[config.mk]
export PLATFORM = sky130hd
export DESIGN_NAME = led_pattern_seq
export DESIGN_NICKNAME = d
export VERILOG_FILES = /design/src/rtl/led_pattern_seq.sv
export SDC_FILE = /design/constraint.sdc
export NUM_CORES = 1
export LEC_CHECK = 0
export CAP_MARGIN = 10
export CORE_ASPECT_RATIO = 1.75
export CORE_MARGIN = 2
export CORE_UTILIZATION = 40
export DETAILED_ROUTE_END_ITERATION = 8
export GPL_TIMING_DRIVEN = 0
export HOLD_SLACK_MARGIN = 0.02
export MAX_ROUTING_LAYER = met4
export PLACE_DENSITY_LB_ADDON = 0.12
export SYNTH_ARGS = -nofsm -noshare
export SYNTH_HDL_FRONTEND = slang
export SYNTH_SLANG_ARGS = --single-unit
[constraint.sdc]
create_clock -name CLK_IN -period 7.9 [get_ports CLK_IN]
set_clock_uncertainty 0.15 [all_clocks]
set_input_delay 1.58 -clock CLK_IN [delete_from_list [all_inputs] [get_ports CLK_IN]]
set_output_delay 1.58 -clock CLK_IN [all_outputs]
set_load 0.03 [all_outputs]
[src/rtl/led_pattern_seq.sv]
// rtl/led_pattern_seq.sv - N-channel LED pattern sequencer (rotate/bounce/blink), optional ack via LED_SEQ_ACK_EN
module led_pattern_seq #(
    parameter int NUM_LEDS = 3,
    parameter int CLK_HZ   = 24_000_000,
    parameter int STEP_HZ  = 1
) (
    input  logic                CLK_IN,
    input  logic                RST_N,
    input  logic                CMD_VALID,
    input  logic [7:0]          CMD_DATA,
    output logic [NUM_LEDS-1:0] LED,
    output logic                STEP_PULSE,
    output logic [1:0]          MODE,
    output logic                ACK_VALID,
    output logic [7:0]          ACK_DATA,
    input  logic                ACK_READY
);

    localparam int BASE = CLK_HZ / STEP_HZ;
    localparam int CW   = (BASE > 1) ? $clog2(BASE) : 1;

    localparam logic [7:0] CMD_ROTATE = 8'h72;
    localparam logic [7:0] CMD_BOUNCE = 8'h62;
    localparam logic [7:0] CMD_BLINK  = 8'h6B;
    localparam logic [7:0] CMD_PAUSE  = 8'h70;
    localparam logic [7:0] CMD_FASTER = 8'h2B;
    localparam logic [7:0] CMD_SLOWER = 8'h2D;

    typedef enum logic [1:0] {
        M_ROTATE = 2'b00,
        M_BOUNCE = 2'b01,
        M_BLINK  = 2'b10
    } mode_t;

    mode_t               mode_q;
    logic [NUM_LEDS-1:0] led_q;
    logic [CW-1:0]       cnt_q;
    logic [CW-1:0]       last_cnt;
    logic [1:0]          speed_q;
    logic                paused_q;
    logic                dir_up_q;
    logic                pulse_q;
    logic                tick;
    logic                cmd_known;

    // Terminal count shrinks by a power of two per speed level
    always_comb begin
        last_cnt  = CW'((BASE >> speed_q) - 1);
        tick      = !paused_q && (cnt_q == last_cnt);
        cmd_known = (CMD_DATA == CMD_ROTATE) || (CMD_DATA == CMD_BOUNCE) ||
                    (CMD_DATA == CMD_BLINK)  || (CMD_DATA == CMD_PAUSE)  ||
                    (CMD_DATA == CMD_FASTER) || (CMD_DATA == CMD_SLOWER);
    end

    // Prescaler, command decode and pattern stepping; a command in a tick cycle swallows the step
    always_ff @(posedge CLK_IN or negedge RST_N) begin
        if (!RST_N) begin
            mode_q   <= M_ROTATE;
            led_q    <= NUM_LEDS'(1);
            cnt_q    <= '0;
            speed_q  <= 2'd0;
            paused_q <= 1'b0;
            dir_up_q <= 1'b1;
            pulse_q  <= 1'b0;
        end else begin
            pulse_q <= 1'b0;
            if (!paused_q)
                cnt_q <= tick ? '0 : cnt_q + 1'b1;
            if (CMD_VALID) begin
                case (CMD_DATA)
                    CMD_ROTATE, CMD_BOUNCE, CMD_BLINK: begin
                        cnt_q    <= '0;
                        dir_up_q <= 1'b1;
                        if (CMD_DATA == CMD_BLINK) begin
                            mode_q <= M_BLINK;
                            led_q  <= '0;
                        end else begin
                            mode_q <= (CMD_DATA == CMD_ROTATE) ? M_ROTATE : M_BOUNCE;
                            led_q  <= NUM_LEDS'(1);
                        end
                    end
                    CMD_PAUSE: paused_q <= !paused_q;
                    CMD_FASTER: begin
                        cnt_q <= '0;
                        if (speed_q != 2'd3)
                            speed_q <= speed_q + 2'd1;
                    end
                    CMD_SLOWER: begin
                        cnt_q <= '0;
                        if (speed_q != 2'd0)
                            speed_q <= speed_q - 2'd1;
                    end
                    default: ;
                endcase
            end else if (tick) begin
                pulse_q <= 1'b1;
                case (mode_q)
                    M_BLINK: led_q <= (led_q == '0) ? '1 : '0;
                    M_BOUNCE: begin
                        if (NUM_LEDS == 1) begin
                            led_q <= led_q;
                        end else if (dir_up_q && led_q[NUM_LEDS-1]) begin
                            dir_up_q <= 1'b0;
                            led_q    <= led_q >> 1;
                        end else if (!dir_up_q && led_q[0]) begin
                            dir_up_q <= 1'b1;
                            led_q    <= led_q << 1;
                        end else begin
                            led_q <= dir_up_q ? (led_q << 1) : (led_q >> 1);
                        end
                    end
                    default: led_q <= (led_q << 1) | (led_q >> (NUM_LEDS - 1));
                endcase
            end
        end
    end

    assign LED        = led_q;
    assign STEP_PULSE = pulse_q;
    assign MODE       = mode_q;

`ifdef LED_SEQ_ACK_EN
    logic       ack_valid_q;
    logic [7:0] ack_data_q;

    // Single-entry ack holding register; commands arriving while it is full lose their ack
    always_ff @(posedge CLK_IN or negedge RST_N) begin
        if (!RST_N) begin
            ack_valid_q <= 1'b0;
            ack_data_q  <= 8'h00;
        end else if (ack_valid_q && ACK_READY) begin
            ack_valid_q <= 1'b0;
        end else if (CMD_VALID && !ack_valid_q) begin
            ack_valid_q <= 1'b1;
            ack_data_q  <= cmd_known ? CMD_DATA : 8'h3F;
        end
    end

    assign ACK_VALID = ack_valid_q;
    assign ACK_DATA  = ack_data_q;
`else
    logic unused_ack;
    assign unused_ack = ACK_READY ^ cmd_known;
    assign ACK_VALID  = 1'b0;
    assign ACK_DATA   = 8'h00;
`endif

endmodule
# Word-level counts from Yosys, hierarchy flattened
# Index checks and enable logic that the tools add are counted.
# W data, S select, Z words.
[op_classes]
add_sub_neg = 4
n_eq_ne = 13
shift = 1
mux = 26
bitwise_logic = 1
reduce_logical = 18
[ops]
columns = ["operator", "count"]
rows = [
  ["$mux W25", 4],
  ["$eq A8 B7 Y1 const B", 4],
  ["$add A25 B1 Y25 const B", 1],
  ["$eq A25 B25 Y1", 1],
  ["$shr A25 B2 Y25 const A", 1],
  ["$sub A25 B2 Y25 const B", 1],
  ["$mux W3", 7],
  ["$eq A8 B6 Y1 const B", 2],
  ["$mux W1", 10],
  ["$reduce_and A4 Y1", 2],
  ["$reduce_bool A2 Y1", 4],
  ["$mux W2", 3],
  ["$ne A2 B1 Y1 const B", 3],
  ["$pmux W3 S2", 1],
  ["$reduce_and A2 Y1", 3],
  ["$reduce_or A5 Y1", 1],
  ["$pmux W2 S2", 1],
  ["$logic_and A1 B1 Y1", 3],
  ["$logic_not A3 Y1", 1],
  ["$or A3 B1 Y3", 1],
  ["$reduce_bool A3 Y1", 1],
  ["$reduce_or A3 Y1", 1],
  ["$add A2 B1 Y2 const B", 1],
  ["$eq A2 B1 Y1 const B", 1],
  ["4 further kinds", 5],
]
[word_totals]
regBits = 35
elab_cells = 70

# Depth between registers and ports, before layout
# Gate-level depths: netlist of run 1.
[logic_depth]
ltp_word = 8
depth_mapped = 9
mapped_depth_nobuf = 8

# Worst setup path before layout of run 1
# No wires, ideal clock.
[synth_path]
kind = "input to register"
from = "input CMD_DATA[0]"
to = "register led_q[0] (netlist: LED[0])"
arrival_ps = 2661
setup_slack_ps = 5004
cell_stages = 4
n_path_buf = 0
cell_sequence = "and3b_1 -> o211ai_1 -> o41ai_1 -> mux2_1"
[synth_between]
elab_chain_cells = 4
elab_cells_between_ends = 9
[synth_rtl]
columns = ["element", "line", "text"]
rows = [
  ["from (decl)", "10", "input logic [7:0] CMD_DATA,"],
  ["$eq A8 B7 Y1, on equally long branches", "70, 74", ""],
  ["$reduce_or A3 Y1 / $mux W1 (equally long branches)", "--", ""],
  ["$ne A2 B1 Y1 (no line) / $mux W3 (equally long branches)", "--", ""],
  ["$reduce_and A2 Y1 (no line) / $mux W3 (equally long branches)", "--", ""],
  ["to (signal assigned)", "98", "M_BLINK: led_q <= (led_q == '0) ? '1 : '0;"],
  ["to (signal assigned)", "101", "led_q <= led_q;"],
  ["to (signal assigned)", "104", "led_q <= led_q >> 1;"],
  ["to (decl)", "36", "logic [NUM_LEDS-1:0] led_q;"],
]
# Several ways; a longest one is shown, not always the timed one. The select of a mux whose other input is x is not followed.
# A chain may end at the register's enable or synchronous reset.

# Final worst setup path of run 1
[layout_path]
from = "input CMD_DATA[4]"
to = "register cnt_q[20]"
[layout_between]
elab_chain_cells = 4
elab_cells_between_ends = 8
[layout_rtl]
columns = ["element", "line", "text"]
rows = [
  ["$eq A8 B7 Y1 / $eq A8 B6 Y1 (equally long branches)", "70", "case (CMD_DATA)"],
  ["$reduce_or A5 Y1 (no line) (*)", "--", ""],
  ["$mux W25 (*)", "70", ""],
  ["$mux W25 (*)", "69", "if (CMD_VALID) begin"],
  ["to (signal assigned)", "68", "cnt_q <= tick ? '0 : cnt_q + 1'b1;"],
  ["to (decl)", "37", "logic [CW-1:0] cnt_q;"],
]
# Every way passes the cells marked *; elsewhere a longest branch is shown, timed or not.

==> results of run 1 <==
worst paths after layout:
path / startpoint / endpoint / slack, ps / cells past startpoint
worst max-delay path: CMD_DATA[4] / cnt_q[20] / 4490 / 6
worst min-delay path: MODE[1] / MODE[1] / 400 / 1
worst max register to register: speed_q[1] / cnt_q[17] / 4940 / 9
worst min register to register: MODE[1] / MODE[1] / 400 / 1
max in group asynchronous: RST_N / cnt_q[22] / 5870 / 1
min in group asynchronous: RST_N / cnt_q[9] / 1220 / 1
Yosys cell counts, drive strengths merged:
master,instances
a2111oi,3
a21o,1
a21oi,10
a221o,1
a31oi,1
a41oi,1
and2,3
and3,11
and3b,1
and4,2
and4b,1
buf,11
clkbuf,4
conb,1
dfrtp,33
dfstp,2
ha,10
inv,7
mux2,1
mux2i,1
nand2,18
nand2b,4
nand3,14
nand3b,3
nand4,5
nand4b,3
nor2,34
nor2b,8
nor3,1
nor3b,1
nor4,3
o2111ai,1
o211ai,4
o21ai,6
o221ai,1
o32ai,1
o41ai,1
or3,2
xnor2,16
xor2,20
flip-flops by register name (all words and copies together) (netlist names):
| signal | count |
|---|---|
| STEP_PULSE | 1 |
| paused_q | 1 |
| LED | 3 |
| dir_up_q | 1 |
| MODE | 2 |
| cnt_q | 25 |
| speed_q | 2 |
critical path, stage by stage:
cell	delay [ps]
clkdlybuf4s50_1	490
and3b_1	240
o211ai_1	580
nand3_2	270
buf_6	210
nor2_1	100
power by group through the flow:
stage | clock network (W) | logic [W] | registers, W
after global placement | 0 | 0.000113 | 0.000234
final | 0.000169 | 0.000113 | 0.000231
after CTS | 0.000175 | 0.000114 | 0.000232
after detailed placement | 0 | 0.000114 | 0.000235
after floorplan | 0 | 0.0000858 | 0.000229
after global routing | 0.000182 | 0.000129 | 0.000236
metal layers:
metal | up-vias | global-route usage [%]
met2 | 28 | 30.8
met5 | - | -
li1 | 909 | -
met1 | 845 | 20.5
met4 | 0 | 7.45
met3 | 10 | 3.48
placed cells by master (no fill, tap or decap), types with 2 or more instances in the layout:
cell type / Yosys / layout
a2111oi_0: 2 / 2
a21oi_1: 10 / 10
and2_1: 3 / 3
and3_1: 11 / 11
and4_1: 2 / 2
buf_4: 9 / 9
buf_6: 2 / 2
clkbuf_1: 4 / 4
clkbuf_8: 0 / 5
clkdlybuf4s50_1: 0 / 15
conb_1: 1 / 9
dfrtp_1: 33 / 33
dfstp_2: 2 / 2
ha_1: 10 / 10
inv_1: 7 / 7
nand2_1: 18 / 18
nand2b_1: 4 / 4
nand3_1: 13 / 13
nand3b_1: 3 / 3
nand4_1: 5 / 5
nand4b_1: 3 / 3
nor2_1: 34 / 34
nor2b_1: 8 / 8
nor4_1: 2 / 2
o211ai_1: 4 / 4
o21ai_0: 4 / 4
o21ai_1: 2 / 2
xnor2_1: 16 / 16
xor2_1: 20 / 20
logic make-up after synthesis:
family | count (synthesis) | synth area share [%]
fa+ha+maj | 10 | 5.43
flops | 35 | 38.1
xor+xnor | 36 | 13.7
other cells | 1 | 0.163
mux | 2 | 0.923
buf+inv | 22 | 5.70
simple gates | 114 | 26.6
compound gates | 31 | 9.39
final cells by class:
class	instances	area [um^2]
Sequential cell	35	878
Clock buffer	5	68.8
Inverter	7	26.3
Multi-Input combinational cell	202	1330
Tap cell	76	95.1
Timing Repair Buffer	16	155
Buffer	15	105
Fill cell	560	2880
Clock inverter	3	47.5
per-stage QoR:
step / cell area (um^2) / instances / util [%] / hold WS, ps / setup WS (ps)
floorplan: 2330 / 259 / - / 355 / 5000
global placement: 2590 / 351 / 46.4 / 392 / 4180
detailed placement: 2580 / 351 / 46.3 / 387 / 4170
CTS: 2700 / 359 / 48.4 / 412 / 4470
global route: 2700 / 359 / 48.4 / 431 / 4380
finish: 2700 / 359 / 48.4 / 396 / 4490
==> results_dict.tcl, run 1 <==
set metrics [dict create \
    synth_top_cell_by_area "dfrtp_1" \
    start_util_pct 41.3 \
    die_width_um 61.4 \
    holdBufCountCts 0 \
    p_int_w 0.000353 \
    leakage_nw 1.23 \
    wl_per_cell_um 13.9 \
    drt_wl_total_um 5000 \
    synth_area_leaders "dfrtp_1 (36%), xor2_1 (7.6%), xnor2_1 (6.1%), nor2_1 (5.5%), ha_1 (5.4%)" \
    cts_buffers 5 \
    cts_tree "yes" \
    total_power_w 0.000513 \
    fin_crit_ps 3410 \
    cts_resized 0 \
    ir_worst_vdd_v 0.000105 \
    fin_setup_tns_ps 0 \
    yosys.area.top_type_share_pct 35.8 \
    route.met2.wl_um 2740 \
    fp-row-count 36 \
    ant_nets 0 \
    p_clk_share_pct 32.9 \
    synth_cell_types 46 \
    seq_power_share_pct 45.1 \
    port_buffers 16 \
    die_area_mm2 0.00641 \
    crit_fanout 10 \
    status "finished, final reports clean" \
    grt_pass1_wl_um 8670 \
    clock_sinks 35 \
    max_freq_ghz 0.293 \
    insertion_delay_ps 300 \
    clkTransAtPathRegs_ps 90 \
    power_density_mw_per_mm2 190 \
    cts_max_level 2 \
    grt_usage_pct 18.4 \
    cts-root-buf "clkbuf_8" \
    netlist_area_mm2 0.00230 \
    swShare_pct 31.3 \
    startpoint_type "primary input" \
    ys_ff_latch 35 \
    gp_congestion 0.827 \
    switchingPower_w 0.000160 \
    core_mm2 0.00559 \
    vias 1792 \
    seq_area_frac_synth_pct 38.1 \
    cp.required_ps 7970 \
    ys_warn_count 0 \
    first_pass_iters 4 \
    top_layer "met4" \
    hp-class "flip-flop to flip-flop" \
    crit_arrival_ps 3480 \
    cts_max_path_buffers 2 \
    hold_viol 0 \
    finalCritPeriodShare_pct 43.2 \
    worst_pin_slew_ps 796 \
    synthToLayoutAreaGrowth_pct 17.2 \
    drv_slew 0 \
    io_pins 27 \
    drtIter0Drc 32 \
    layout-drive-gt1-share_pct 9.54 \
    overflow 0 \
    fin_nets 304 \
    setup_violations 0 \
    grt_antenna_before_repair 0 \
    dr_wl_met3_um 123 \
    end_kind "flip-flop" \
    route.detailed.drc 0 \
    postCtsSetupBuffers 0 \
    grt_pass1_vias 1846 \
    syn_avg_cell_area_um2 9.18 \
    met1_length_um 1990 \
    power_frac_comb_pct 22.0 \
    n_antenna_cell 0 \
    die_h_um 104 \
    grt_max_degree 36 \
    critPathKind "primary input to flip-flop" \
    hpwl_um 3840 \
    slew_headroom_pct 46.9 \
    maxCapViolations 0 \
    synthCells 251 \
    via_per_inst 4.99 \
    rsz0062_at_grt "no" \
]
No activity file was read; power rests on OpenSTA's default activity.
==> run 2: changes to the inputs <==
- clock period: 7.9 -> 3.5 ns (I/O delays scaled with it)
==> results of run 2 <==
The final DEF is identical to that of run 1. Status: finished, final reports clean.
Main changes from that run: setup slack after placement 4170 ps -> 502 ps; setup slack after layout 4490 ps -> 542 ps; hold slack 396 ps -> 336 ps; start point of the critical path CMD_DATA[4] -> speed_q[1]; end point of the critical path cnt_q[20] -> cnt_q[17]; register-to-register setup slack 4940 ps -> 540 ps; total power 0.000513 W -> 0.00116 W; worst IR drop on VDD 0.000105 V -> 0.000238 V
==> run 3: changes to the inputs <==
- clock period: 3.5 -> 2.7 ns (I/O delays scaled with it)
==> results_dict.tcl, run 3 (synthesis results as in run 1) <==
set metrics [dict create \
    slowest_delay_ps 460 \
    ir_worst_vdd_v 0.000306 \
    grt_usage_pct 18.4 \
    core_mm2 0.00559 \
    crit_arrival_ps 2680 \
    synthToLayoutAreaGrowth_pct 25.8 \
    dp_cells 351 \
    final_area_mm2 0.00290 \
    layout-drive-gt1-share_pct 17.5 \
    ant_nets 0 \
    cp.required_ps 2730 \
    route.detailed.drc 0 \
    die_area_mm2 0.00641 \
    vias 1846 \
    fin_cells 373 \
    cts-root-buf "clkbuf_8" \
    clock_sinks 35 \
    clkTransAtPathRegs_ps 90 \
    cts_max_level 2 \
    gp_congestion 0.827 \
    slew_headroom_pct 47.0 \
    first_pass_iters 4 \
    port_buffers 16 \
    maxCapViolations 0 \
    setup_violations 0 \
    rsz0062_at_grt "yes" \
    max_freq_ghz 0.377 \
    fin_nets 318 \
    mostFrequentLayoutCells "nor2_1 (34), dfrtp_1 (31), xor2_1 (20), buf_4 (20), nand2_1 (18)" \
    grt_pass1_vias 1856 \
    startpoint_type "flip-flop" \
    insertion_delay_ps 300 \
    holdBufCountCts 0 \
    fin_util_pct 51.9 \
    finalCritPeriodShare_pct 98.2 \
    layout_commonest_cell "nor2_1" \
    grt_antenna_before_repair 0 \
    power_density_mw_per_mm2 532 \
    end_kind "flip-flop" \
    n_antenna_cell 0 \
    fin_setup_tns_ps 0 \
    crit_path_cell_trace "buf_6 > buf_4 > ha_4 > xnor2_2 > a2111oi_2 > o2111ai_2 > or3_4 > nand3_4 > clkbuf_16 > nor2_1" \
    drt_wl_total_um 5240 \
    overflow 0 \
    start_util_pct 41.3 \
    regMostFlops "cnt_q" \
    worst_path_max_delay_cell "or3_4" \
    grt_pass1_wl_um 8690 \
    die_width_um 61.4 \
    crit_fanout 7 \
    cts_buffers 5 \
    drv_slew 0 \
    drtIter0Drc 32 \
    fin_crit_ps 2650 \
    cts_max_path_buffers 2 \
    via_per_inst 4.95 \
    grt_max_degree 36 \
    largest_reg_flops 25 \
    worst_pin_slew_ps 795 \
    fp-row-count 36 \
    wl_per_cell_um 14.0 \
    die_h_um 104 \
    leakage_nw 1.31 \
    dpl_cell_area_mm2 0.00258 \
    io_pins 27 \
    status "finished, final reports clean" \
    critPathKind "flip-flop to flip-flop" \
    hpwl_um 3840 \
    hold_viol 0 \
    hp-class "primary input to asynchronous set/reset pin" \
    fin_hold_ws_ps 175 \
    cts_tree "yes" \
]
[run 3: critical path, delay by kind of cell (launching register included)]
family | cells | cell delay, ps
AOI/OAI and AO/OA | 2 | 560
xor gates and xnor gates | 1 | 130
adders and majority gates | 1 | 170
buffers and inverters | 3 | 430
DFF | 1 | 450
and+or+nand+nor | 3 | 640
[run 3: power by group]
group          internal [W]  switching (W)
Clock              0.000280       0.000217
Sequential         0.000596      0.0000805
Combinational      0.000183       0.000188
Total               0.00106       0.000485
[run 3: per-layer routing]
layer,routed length (um),part of all wire [%],vias to the layer above,track usage (%)
met5,0,0,-,-
met4,155,3.0,0,7.45
met3,106,2.0,10,3.48
met2,2910,55,23,30.9
met1,2070,39,875,20.6
li1,-,-,938,-
[run 3: path summary, 6_finish.rpt]
check | start | end | slack, ps | cells after the start
worst max-delay path | speed_q[0] | cnt_q[21] | 50 | 10
max in group asynchronous | RST_N | speed_q[0] | 1680 | 1
worst min-delay path | RST_N | cnt_q[9] | 180 | 1
worst min register to register | MODE[1] | MODE[1] | 400 | 1
min in group CLK_IN | MODE[1] | MODE[1] | 400 | 1
worst max register to register | speed_q[0] | cnt_q[21] | 50 | 10
[run 3: through the flow]
| step | setup slack, ps | total power, W |
|---|---|---|
| detailed placement | -298 | 0.00102 |
| CTS | 8.25 | 0.00153 |
| finish | 49.7 | 0.00154 |
| global route | -32.6 | 0.00164 |
| global placement | -280 | 0.00101 |
| floorplan | 128 | 0.000922 |
[run 3: repair_timing]
item	in CTS	in global routing
buffers inserted	4	8
pin swaps	3	5
gates cloned	0	2
resized for setup	7	14
setup endpoints to repair	29	24
[run 3: final cells by class]
cell class / count / area [um^2]
Inverter: 7 / 26.3
Buffer: 15 / 109
Multi-Input combinational cell: 202 / 1390
Clock buffer: 5 / 68.8
Sequential cell: 35 / 881
Fill cell: 553 / 2690
Tap cell: 76 / 95.1
Timing Repair Buffer: 30 / 285
Clock inverter: 3 / 47.5
